**src/rtl/cpc_bank_wr_sync.sv**
```systemverilog
// Synchronous front-end for the CPC RAM expansion bank register: synchronises the Z80 strobes,
// filters glitches and commits D5..D0 of a qualified gate-array write. Optional macro: FULL_DECODE_EN.
module cpc_bank_wr_sync #(
   parameter int unsigned SYNC_STAGES   = 2,
   parameter int unsigned FILTER_CYCLES = 3,
   parameter int unsigned GLITCH_W      = 8
) (
   input  logic                CLK,
   input  logic                RESET,
   input  logic                IOREQ_B,
   input  logic                WR_B,
   input  logic                M1_B,
   input  logic [7:0]          A_HI,
   input  logic [7:0]          D,
   output logic                bank_wr,
   output logic [5:0]          bank_reg,
   output logic                busy,
   output logic [GLITCH_W-1:0] glitch_cnt
);

   typedef enum logic [1:0] {
      IDLE   = 2'd0,
      QUAL   = 2'd1,
      ACTIVE = 2'd2
   } state_t;

   localparam logic [3:0] FILT_MAX  = 4'(FILTER_CYCLES);
   localparam logic [3:0] FILT_LAST = 4'(FILTER_CYCLES - 1);

   // strobe chain bit order: {IOREQ_B, WR_B, M1_B}
   logic [SYNC_STAGES-1:0][2:0] strb_sync;
   logic [SYNC_STAGES-1:0][7:0] a_sync;
   logic [SYNC_STAGES-1:0][7:0] d_sync;

   logic       ioreq_s;
   logic       wr_s;
   logic       m1_s;
   logic [7:0] a_s;
   logic [7:0] d_s;
   logic       strobe;
   logic       match;
   logic       addr_ok;

   state_t     state;
   state_t     state_nxt;
   logic [3:0] filt_cnt;
   logic [3:0] filt_nxt;
   logic [5:0] data_reg;
   logic       capture;
   logic       commit;
   logic       glitch_inc;

   always_ff @(posedge CLK) begin
      if (RESET) begin
         strb_sync <= '1;
         a_sync    <= '0;
         d_sync    <= '0;
      end else begin
         strb_sync <= {strb_sync[SYNC_STAGES-2:0], {IOREQ_B, WR_B, M1_B}};
         a_sync    <= {a_sync[SYNC_STAGES-2:0], A_HI};
         d_sync    <= {d_sync[SYNC_STAGES-2:0], D};
      end
   end

   assign ioreq_s = strb_sync[SYNC_STAGES-1][2];
   assign wr_s    = strb_sync[SYNC_STAGES-1][1];
   assign m1_s    = strb_sync[SYNC_STAGES-1][0];
   assign a_s     = a_sync[SYNC_STAGES-1];
   assign d_s     = d_sync[SYNC_STAGES-1];

   // M1 low with IOREQ low is an interrupt acknowledge, never a port write
   assign strobe = ~ioreq_s & ~wr_s & m1_s;

`ifdef FULL_DECODE_EN
   assign addr_ok = ~a_s[7] & (a_s[6:0] == 7'h7F);
`else
   logic unused_addr;
   assign unused_addr = ^a_s[6:0];
   assign addr_ok     = ~a_s[7];
`endif

   assign match   = addr_ok & d_s[7] & d_s[6];
   assign capture = strobe & match;

   always_comb begin
      state_nxt  = state;
      filt_nxt   = filt_cnt;
      commit     = 1'b0;
      glitch_inc = 1'b0;
      case (state)
         IDLE: begin
            if (strobe && match) begin
               state_nxt = QUAL;
               filt_nxt  = 4'd1;
            end
         end
         QUAL: begin
            if (strobe && match) begin
               if (filt_cnt >= FILT_LAST) begin
                  state_nxt = ACTIVE;
               end else begin
                  filt_nxt = filt_cnt + 4'd1;
               end
            end else if (filt_cnt >= FILT_MAX) begin
               // already qualified on entry (single-sample filter): treat release as a real write
               state_nxt = IDLE;
               commit    = ~strobe;
               glitch_inc = strobe;
            end else begin
               state_nxt  = IDLE;
               glitch_inc = 1'b1;
            end
         end
         ACTIVE: begin
            if (!strobe) begin
               state_nxt = IDLE;
               commit    = 1'b1;
            end
         end
         default: state_nxt = IDLE;
      endcase
   end

   always_ff @(posedge CLK) begin
      if (RESET) begin
         state      <= IDLE;
         filt_cnt   <= '0;
         data_reg   <= '0;
         bank_reg   <= '0;
         bank_wr    <= 1'b0;
         glitch_cnt <= '0;
      end else begin
         state    <= state_nxt;
         filt_cnt <= filt_nxt;
         bank_wr  <= commit;
         if (capture) begin
            data_reg <= d_s[5:0];
         end
         if (commit) begin
            bank_reg <= data_reg;
         end
         if (glitch_inc && (glitch_cnt != '1)) begin
            glitch_cnt <= glitch_cnt + 1'b1;
         end
      end
   end

   assign busy = (state != IDLE);

endmodule
```
**config.mk**
```make
export PLATFORM = sky130hd
export DESIGN_NAME = cpc_bank_wr_sync
export DESIGN_NICKNAME = d
export VERILOG_FILES = /design/src/rtl/cpc_bank_wr_sync.sv
export SDC_FILE = /design/constraint.sdc
export NUM_CORES = 1
export LEC_CHECK = 0
export CAP_MARGIN = 20
export CELL_PAD_IN_SITES_DETAIL_PLACEMENT = 0
export CELL_PAD_IN_SITES_GLOBAL_PLACEMENT = 1
export CORE_MARGIN = 2
export CORE_UTILIZATION = 36
export DETAILED_ROUTE_END_ITERATION = 8
export PLACE_DENSITY = 0.78
export SLEW_MARGIN = 5
export SYNTH_ARGS = -nofsm -noshare
export SYNTH_HDL_FRONTEND = slang
export SYNTH_SLANG_ARGS = --single-unit
```
**constraint.sdc**
```tcl
create_clock -name CLK -period 1.69 [get_ports CLK]
set_input_delay 0.169 -clock CLK [delete_from_list [all_inputs] [get_ports CLK]]
set_output_delay 0.169 -clock CLK [all_outputs]
set_load 0.05 [all_outputs]
```
Word level (Yosys, flattened, before mapping)

Cells that the tools add are included.

Register bits: 65
Input bits: 21
Output and inout port bits: 16
Word-level logic and storage cells: 56

Add/sub/neg operators: 2
Magnitude comparators: 2
Eq/ne operators: 8
Mux-type cells: 16
Bitwise logic cells: 9
Reductions and logical operators: 7

Operators by type and width:

| kind                                                              | number |
|---|---|
| 2-to-1 mux 4 bit                                                  | 3 |
| adder 8 x 1 -> 8 bit, second input constant                       | 1 |
| greater-or-equal comparator 4 x 2 -> 1 bit, second input constant | 2 |
| 2-to-1 mux 2 bit                                                  | 4 |
| inequality test 2 bit, second input constant                      | 4 |
| inequality test 8 bit, second input constant                      | 1 |
| case mux 4 bit (2 select lines)                                   | 1 |
| 2-to-1 mux 1 bit                                                  | 6 |
| case mux 2 bit (3 select lines)                                   | 1 |
| bitwise AND 1 bit                                                 | 5 |
| adder 4 x 1 -> 4 bit, second input constant                       | 1 |
| NOT 1 bit                                                         | 4 |
| AND reduction 4 bit                                               | 1 |
| nonzero test 2 bit                                                | 2 |
| inequality test 3 bit, second input constant                      | 1 |
| AND reduction 3 bit                                               | 1 |
| equality test 2 x 1 -> 1 bit, second input constant               | 1 |
| equality test 2 bit, second input constant                        | 1 |
| logical AND 1 bit                                                 | 2 |
| zero test 2 bit                                                   | 1 |
| case mux 1 bit (2 select lines)                                   | 1 |

Depth between registers and ports, before layout

Gate-level depths: netlist of run 1.

Word-level depth: 7
Depth in mapped cells: 7
Gate-level depth less buffers: 6

Worst setup path after synthesis of run 1

OpenSTA, ideal clock, no wires.

Path kind: register -> register
Start point: register glitch_cnt[0]
End point: register glitch_cnt[0]
Data arrival time: 1.775 ns
Setup slack: -0.209 ns
Cell stages (with the launch flop): 6
Path buffers: 0
Cell sequence: dfxtp_1 -> ha_1 -> nand2_1 -> nor3_2 -> nor3_1 -> mux2_1

Word-level cells in the longest chain between the ends: 2
Elaborated cells on any way between the ends: 3
Those cells by class: add/sub (1); eq/ne (1); reduce/logical (1)

RTL lines:

| element                                                      | RTL line | RTL |
|---|---|---|
| from (decl)                                                  | 18       | `output logic [GLITCH_W-1:0] glitch_cnt` |
| from (signal assigned)                                       | 143      | `glitch_cnt <= glitch_cnt + 1'b1;` |
| branches (longest 2 deep; another with adder 8 x 1 -> 8 bit) | -        |  |

Parallel ways; which one is timed is not known.
A chain may end at the register's enable or synchronous reset.

Worst setup path in the final report of run 1

Start point: register strb_sync[4] (netlist name)
End point: register glitch_cnt[2]

Word-level cells in the longest chain between the ends: 7
Elaborated cells on any way between the ends: 8
Those cells by class: mux (3); bitwise (3); reduce/logical (2)

RTL lines:

| element                                               | RTL line | RTL |
|---|---|---|
| from (decl)                                           | 31       | `logic [SYNC_STAGES-1:0][2:0] strb_sync;` |
| from (signal assigned)                                | 59       | `strb_sync <= {strb_sync[SYNC_STAGES-2:0], {IOREQ_B, WR_B, M1_B}};` |
| NOT 1 bit *                                           | 72       | `assign strobe = ~ioreq_s & ~wr_s & m1_s;` |
| bitwise AND 1 bit * (2 in a row)                      | 72       |  |
| 2-to-1 mux 1 bit or logical AND 1 bit (tied branches) | 104, 98  |  |
| 2-to-1 mux 1 bit *                                    | 98       | `if (strobe && match) begin` |
| 2-to-1 mux 1 bit *                                    | 90       | `case (state)` |
| logical AND 1 bit *                                   | 142      | `if (glitch_inc && (glitch_cnt != '1)) begin` |

Every way passes the cells marked *; elsewhere a longest branch is shown, timed or not.

==> flow_metrics.tcl, run 1 <==
set metrics [dict create \
    wire_per_inst_um 11.3 \
    port_buffers 29 \
    hold_violation_count_in_the_final_report 0 \
    finalWorstPathRequiredPeriod_ns 1.69 \
    synth-edff-count 0 \
    clk-insertion-delay-late_ns 0.31 \
    dr.first_iter.drc_count 41 \
    power_report.internal_total_w 0.00162 \
    number_of_cts_inserted_buffers 5 \
    clock_sink_total 51 \
    synth_warnings 0 \
    synth_top_cells_by_area "sky130_fd_sc_hd__dfxtp_1 49%, sky130_fd_sc_hd__nor2b_1 7.9%, sky130_fd_sc_hd__nand2b_1 5.1%" \
    boundaryPins 37 \
    areaGrowthSynthToFinish_pct 34.0 \
    worst_ep_arrival_time_ns 1.89 \
    cts.root.buffer_cell "sky130_fd_sc_hd__clkbuf_8" \
    cap_viol_max_count 0 \
    fp-row-count 27 \
    slew_headroom_pct 66.6 \
    worst_pin_slew_ns 0.500 \
    classification_of_the_worst_setup_path "register to register" \
    grt_pass1_vias 1404 \
    core_area_sq_um 5540 \
    fillCellCount 533 \
    setup_violations 0 \
    num_vias 1514 \
    tritoncts "done" \
    clk_pin_slew_ns 0.09 \
    drt.antenna.violating_nets 0 \
    cts_max_path_buffers 2 \
    worst_hold_slack_ns 0.288 \
    p_leak_nw 1.02 \
    vdd_ir_drop_max_uv 654 \
    gpl.final_weighted_congestion 0.711 \
    multi_input_comb_area_sq_um 1090 \
    finalSetupTns_ns 0 \
    status "completed" \
    synth.top_cells.by_count "51 x sky130_fd_sc_hd__dfxtp_1, 26 x sky130_fd_sc_hd__nor2b_1, 17 x sky130_fd_sc_hd__nand2b_1, 16 x sky130_fd_sc_hd__nand2_1, 10 x sky130_fd_sc_hd__a21oi_1" \
    number_of_antenna_violations_at_the_first_check_in_global_routing 0 \
    final_power_w 0.00208 \
    avgViaCountPerCell 4.62 \
    synth_area_leader_cell "sky130_fd_sc_hd__dfxtp_1" \
    clock_skew_ns 0.0104 \
    grt_setup_unrepaired "yes" \
    grt_start_max_net_pins 44 \
    asyncSetResetFlopFracSynth_pct 0 \
    maxClockFrequency_mhz 593 \
    seq_power_share_pct 59.2 \
    switchingPower_w 0.000461 \
    final_layout_size_suffix_gt1_share_pct 28.5 \
    final.period_utilization_pct 99.8 \
    synth.most_common_cell "sky130_fd_sc_hd__dfxtp_1" \
    hold_path_class "input pin to register" \
    floorplan.die.width_um 79.8 \
    initial_utilization_pct 37.4 \
    synthCells 211 \
    yosys_most_used_dff "sky130_fd_sc_hd__dfxtp_1" \
    grt_pass1_wl_um 6180 \
    gr-total-overflow 0 \
    die_area_sq_um 6370 \
    clock_power_share_pct 35.8 \
    synth.ff_latch_count 51 \
    critPathRequiredTime_ns 1.89 \
    cts_htree_levels 2 \
    globalRouteTotalUtil_pct 12.4 \
    sequential_cell_area_sq_um 1030 \
    detailedPlacementHpwl_um 2450 \
    endpoint_kind "register" \
    postRouteWirelength_um 3710 \
    power_switching_share_pct 22.1 \
    post_synth_instance_area_sq_um 2070 \
    drt_drc_violations_left 0 \
    syn_area_per_cell_sq_um 9.81 \
    final-max-slew-violation-count 0 \
    cellPowerDensity_nw_per_um2 752 \
    postLayoutCoreUtil_pct 50.0 \
    detail_route.first_pass.iterations 4 \
    path_max_fanout 7 \
    syn_nets 239 \
    number_of_nets_in_the_final_layout 283 \
    crit_path_start_kind "register" \
    number_of_library_cell_types_mapped_by_synthesis 34 \
    yosysSeqAreaShare_pct 49.3 \
    yosys.area.top_type_share_pct 49.3 \
    antennaDiodeCount 0 \
    die_height_um 79.8 \
    pwr-share-comb_pct 5.0 \
]
worst max-delay path: stages, from the launching register on:
cell and delay, ns:
sky130_fd_sc_hd__dfxtp_2 0.33, sky130_fd_sc_hd__or3b_4 0.41, sky130_fd_sc_hd__mux2i_4 0.25, sky130_fd_sc_hd__nor4b_2 0.25
sky130_fd_sc_hd__mux2_1 0.34
logic make-up after synthesis:
group,after synthesis,share of synthesized area [%]
AO/OA/AOI/OAI,20,6.17
adder cells (fa/ha/maj),7,4.23
flip-flops,51,49.3
buffers and inverters,16,3.02
AND/OR/NAND/NOR,101,28.5
multiplexers,16,8.71
path summary, 6_finish.rpt:
check,start,end,slack (ns),depth (start not counted)
hold / removal,RESET,filt_cnt[1],0.29,2
hold reg to reg,strb_sync[2],ioreq_s,0.42,1
setup / recovery,strb_sync[4],glitch_cnt[2],0.004,4
setup reg to reg,strb_sync[4],glitch_cnt[2],0.004,4
power groups by stage:
| stage | clock, W | combinational (W) | sequential (W) |
|---|---|---|---|
| global route | 0.000809 | 0.000114 | 0.00124 |
| floorplan | 0 | 0.0000557 | 0.00126 |
| detailed placement | 0 | 0.000102 | 0.00126 |
| CTS | 0.000774 | 0.000103 | 0.00123 |
| finish | 0.000746 | 0.000104 | 0.00123 |
| global placement | 0 | 0.000101 | 0.00126 |
cells in the final DEF (no fill, tap or decap), types with 3 or more instances in the layout:
master,netlist,routed
sky130_fd_sc_hd__inv_1,6,5
sky130_fd_sc_hd__buf_4,0,19
sky130_fd_sc_hd__nor3_2,2,4
sky130_fd_sc_hd__nand2b_1,17,17
sky130_fd_sc_hd__dfxtp_2,0,10
sky130_fd_sc_hd__dfxtp_1,51,41
sky130_fd_sc_hd__nor4_2,0,4
sky130_fd_sc_hd__nor2_1,7,7
sky130_fd_sc_hd__clkbuf_8,0,6
sky130_fd_sc_hd__mux2_1,6,6
sky130_fd_sc_hd__nor2b_1,26,26
sky130_fd_sc_hd__clkdlybuf4s50_1,0,20
sky130_fd_sc_hd__a21oi_1,10,9
sky130_fd_sc_hd__nand3_1,4,3
sky130_fd_sc_hd__or2_2,7,7
sky130_fd_sc_hd__ha_1,7,5
sky130_fd_sc_hd__mux2i_1,9,9
sky130_fd_sc_hd__nand2_1,16,16
stage by stage:
| step | setup slack [ns] | cell area, sq um | cells |
|---|---|---|---|
| after global placement | -0.0552 | 2550 | 319 |
| after floorplan | -0.0134 | 2080 | 211 |
| after global routing | -0.0838 | 2770 | 328 |
| after CTS | -0.0580 | 2670 | 327 |
| final | 0.00365 | 2770 | 328 |
| after detailed placement | -0.0922 | 2550 | 319 |
metal layers:
| layer | up-vias | global-route usage [%] | share of wire [%] |
|---|---|---|---|
| met2 | 20 | 20.0 | 47 |
| met4 | 0 | 6.27 | 2.2 |
| met1 | 695 | 15.2 | 48 |
| li1 | 793 | - | - |
| met3 | 6 | 3.51 | 2.9 |
| met5 | - | 0 | 0 |
repair_timing:
item | in CTS | in global routing
resized for setup | 6 | 23
pin swaps | 2 | 8
setup endpoints to repair | 15 | 19
cloned | 0 | 1
hold buffers | 0 | 0
setup buffers | 0 | 0
cell type report:
class | count | share of cell area (%)
Multi-Input combinational cell | 144 | 39.2
Sequential cell | 51 | 37.3
Timing Repair inverter | 1 | 0.271
Timing Repair Buffer | 46 | 15.6
Tap cell | 72 | 3.25
Clock buffer | 6 | 2.98
Inverter | 6 | 0.948
Clock inverter | 2 | 0.496
(Power assumes the default switching activity.)
==> run 2, diff against run 1 <==
--- a/config.mk
+++ b/config.mk
@@ -5,13 +5,14 @@
 export SDC_FILE = /design/constraint.sdc
 export NUM_CORES = 1
 export LEC_CHECK = 0
+export ABC_AREA = 1
 export CAP_MARGIN = 20
 export CELL_PAD_IN_SITES_DETAIL_PLACEMENT = 0
 export CELL_PAD_IN_SITES_GLOBAL_PLACEMENT = 1
 export CORE_MARGIN = 2
-export CORE_UTILIZATION = 36
+export CORE_UTILIZATION = 38
 export DETAILED_ROUTE_END_ITERATION = 8
-export PLACE_DENSITY = 0.78
+export PLACE_DENSITY = 0.82
 export SLEW_MARGIN = 5
 export SYNTH_ARGS = -nofsm -noshare
 export SYNTH_HDL_FRONTEND = slang
==> constraint.sdc (replaced) <==
create_clock -name CLK -period 1.7 [get_ports CLK]
set_input_delay 0.17 -clock CLK [delete_from_list [all_inputs] [get_ports CLK]]
set_output_delay 0.17 -clock CLK [all_outputs]
set_load 0.05 [all_outputs]
==> flow_metrics.tcl, run 2 <==
set metrics [dict create \
    gpl.final_weighted_congestion 0.830 \
    cp_slowest_stage_delay_ns 0.80 \
    synth.most_common_cell "sky130_fd_sc_hd__inv_1" \
    grt_start_max_net_pins 34 \
    fp-row-count 27 \
    drt_drc_violations_left 0 \
    pwr-share-comb_pct 31.5 \
    synth_area_leader_cell "sky130_fd_sc_hd__dfxtp_1" \
    clk-insertion-delay-late_ns 0.30 \
    dr.first_iter.drc_count 92 \
    worst_ep_arrival_time_ns 1.45 \
    synth.top_cells.by_count "55 x sky130_fd_sc_hd__inv_1, 51 x sky130_fd_sc_hd__dfxtp_1, 48 x sky130_fd_sc_hd__nand2_1, 48 x sky130_fd_sc_hd__nor2_1, 13 x sky130_fd_sc_hd__a21oi_1" \
    worst_pin_slew_ns 0.499 \
    areaGrowthSynthToFinish_pct 22.6 \
    synth_top_cells_by_area "sky130_fd_sc_hd__dfxtp_1 47%, sky130_fd_sc_hd__inv_1 9.5%, sky130_fd_sc_hd__nand2_1 8.3%" \
    postRouteWirelength_um 3620 \
    syn_area_per_cell_sq_um 7.60 \
    gr-total-overflow 0 \
    avgViaCountPerCell 4.34 \
    layout.cells.most_common_list "55 x sky130_fd_sc_hd__inv_1, 51 x sky130_fd_sc_hd__dfxtp_1, 48 x sky130_fd_sc_hd__nand2_1, 48 x sky130_fd_sc_hd__nor2_1, 20 x sky130_fd_sc_hd__clkdlybuf4s50_1" \
    endpoint_kind "primary output" \
    syn_nets 313 \
    cts_max_path_buffers 2 \
    sequential_cell_area_sq_um 1020 \
    globalRouteTotalUtil_pct 12.4 \
    yosys.area.top_type_share_pct 47.2 \
    grt_pass1_wl_um 6130 \
    wire_per_inst_um 9.27 \
    clock_power_share_pct 26.2 \
    final_power_w 0.00317 \
    post-cts-setup-buffer-count 0 \
    clk_pin_slew_ns 0.09 \
    vdd_ir_drop_max_uv 776 \
    boundaryPins 37 \
    finalSetupTns_ns 0 \
    finalWorstPathRequiredPeriod_ns 1.62 \
    setup_violations 0 \
    clock_sink_total 51 \
    multi_input_comb_area_sq_um 908 \
    cts_htree_levels 2 \
    tritoncts "done" \
    floorplan.die.width_um 79.5 \
    initial_utilization_pct 39.3 \
    die_height_um 79.5 \
    number_of_library_cell_types_mapped_by_synthesis 23 \
    hold_path_class "input pin to register" \
    drt.antenna.violating_nets 0 \
    port_buffers 29 \
    cp_slowest_cell "sky130_fd_sc_hd__clkdlybuf4s50_1" \
    asyncSetResetFlopFracSynth_pct 0 \
    buffers_and_inverters_on_the_worst_path 1 \
    seq_power_share_pct 42.2 \
    fillCellCount 563 \
    final-max-slew-violation-count 0 \
    slew_headroom_pct 66.6 \
    classification_of_the_worst_setup_path "register to primary output" \
    maxClockFrequency_mhz 618 \
    hold_violation_count_in_the_final_report 0 \
    yosysSeqAreaShare_pct 47.2 \
    die_area_sq_um 6320 \
    detailedPlacementHpwl_um 2530 \
    crit_path_start_kind "register" \
    power_switching_share_pct 34.4 \
    cap_viol_max_count 0 \
    placedCellCount 382 \
    cts_hold_buf 0 \
    critical_path.top_delay_family "buffers and inverters" \
    synth.ff_latch_count 51 \
    core_area_sq_um 5510 \
    switchingPower_w 0.00109 \
    cts.root.buffer_cell "sky130_fd_sc_hd__clkbuf_8" \
    final_layout_size_suffix_gt1_share_pct 14.2 \
    synthCells 285 \
    number_of_nets_in_the_final_layout 345 \
    power_report.internal_total_w 0.00208 \
    cellPowerDensity_nw_per_um2 1190 \
    finish.cell_count_without_fillers 390 \
    synth-edff-count 0 \
    post_synth_instance_area_sq_um 2160 \
    status "completed" \
    number_of_cts_inserted_buffers 5 \
    grt_setup_unrepaired "no" \
    final_common_cell "sky130_fd_sc_hd__inv_1" \
    grt_pass1_vias 1443 \
    antennaDiodeCount 0 \
    p_leak_nw 1.24 \
    yosys_most_used_dff "sky130_fd_sc_hd__dfxtp_1" \
    final.period_utilization_pct 95.2 \
    critPathRequiredTime_ns 1.53 \
    num_vias 1691 \
    clock_skew_ns 0.00810 \
    number_of_antenna_violations_at_the_first_check_in_global_routing 0 \
    path_max_fanout 2 \
    detail_route.first_pass.iterations 4 \
    cp_cell_sequence "clkdlybuf4s50_1" \
    synth_warnings 0 \
]
## run 2: final timing paths
kind,start,end,cells after the start,slack [ns]
setup / recovery,bank_reg[5],bank_reg[5],1,0.08
setup reg to reg,glitch_cnt[0],glitch_cnt[5],7,0.21
hold reg to reg,d_sync[3],d_s[3],2,0.40
hold / removal,A_HI[7],a_sync[7],3,0.37
## run 2: logic make-up (layout without fill, tap and decap cells)
kind of cell | after synthesis | count (layout) | share of synthesized area [%]
xor+xnor | 3 | 3 | 1.21
simple gates | 138 | 138 | 30.9
flops | 51 | 51 | 47.2
compound gates | 24 | 24 | 5.72
fa+ha+maj | 7 | 7 | 4.05
buf+inv | 62 | 95 | 11.0
## run 2: final cells by class
class                      count  share of cell area [%]
clock buffer                   5                    2.59
clock inverter                 3                    1.65
inverter                      55                    7.78
multi-input combinational    172                    34.2
sequential                    51                    38.5
tap                           72                    3.39
timing repair buffer          32                    11.9
## run 2: layer usage
metal,GRT usage [%],part of all wire (%)
met5,0,0
met2,20.3,45
met1,15.2,49
met4,4.66,1.4
met3,3.73,4.0
## run 2: through the flow
step           setup WS, ns  utilization (%)  area, sq um  hold WS [ns]
6_report             0.0821             48.2         2650         0.369
3_3_place_gp          0.195             46.1         2540         0.390
3_5_place_dp          0.212             46.1         2540         0.394
4_1_cts              0.0652             48.1         2650         0.364
5_1_grt              0.0427             48.2         2650         0.361
2_1_floorplan        0.0460                -         2160         0.274
## run 2: power groups by stage
stage          registers [W]  logic, W  clock network, W
3_3_place_gp         0.00136  0.000989                 0
4_1_cts              0.00134  0.000999          0.000855
5_1_grt              0.00135   0.00111          0.000915
6_report             0.00134  0.000998          0.000831
2_1_floorplan        0.00151  0.000550                 0
3_5_place_dp         0.00137  0.000995                 0
## run 2: timing repair
item / CTS / global route
endpoints found under the setup margin: 0 / 3
gates resized for setup: 0 / 1
endpoints found under the hold margin: 0 / 0
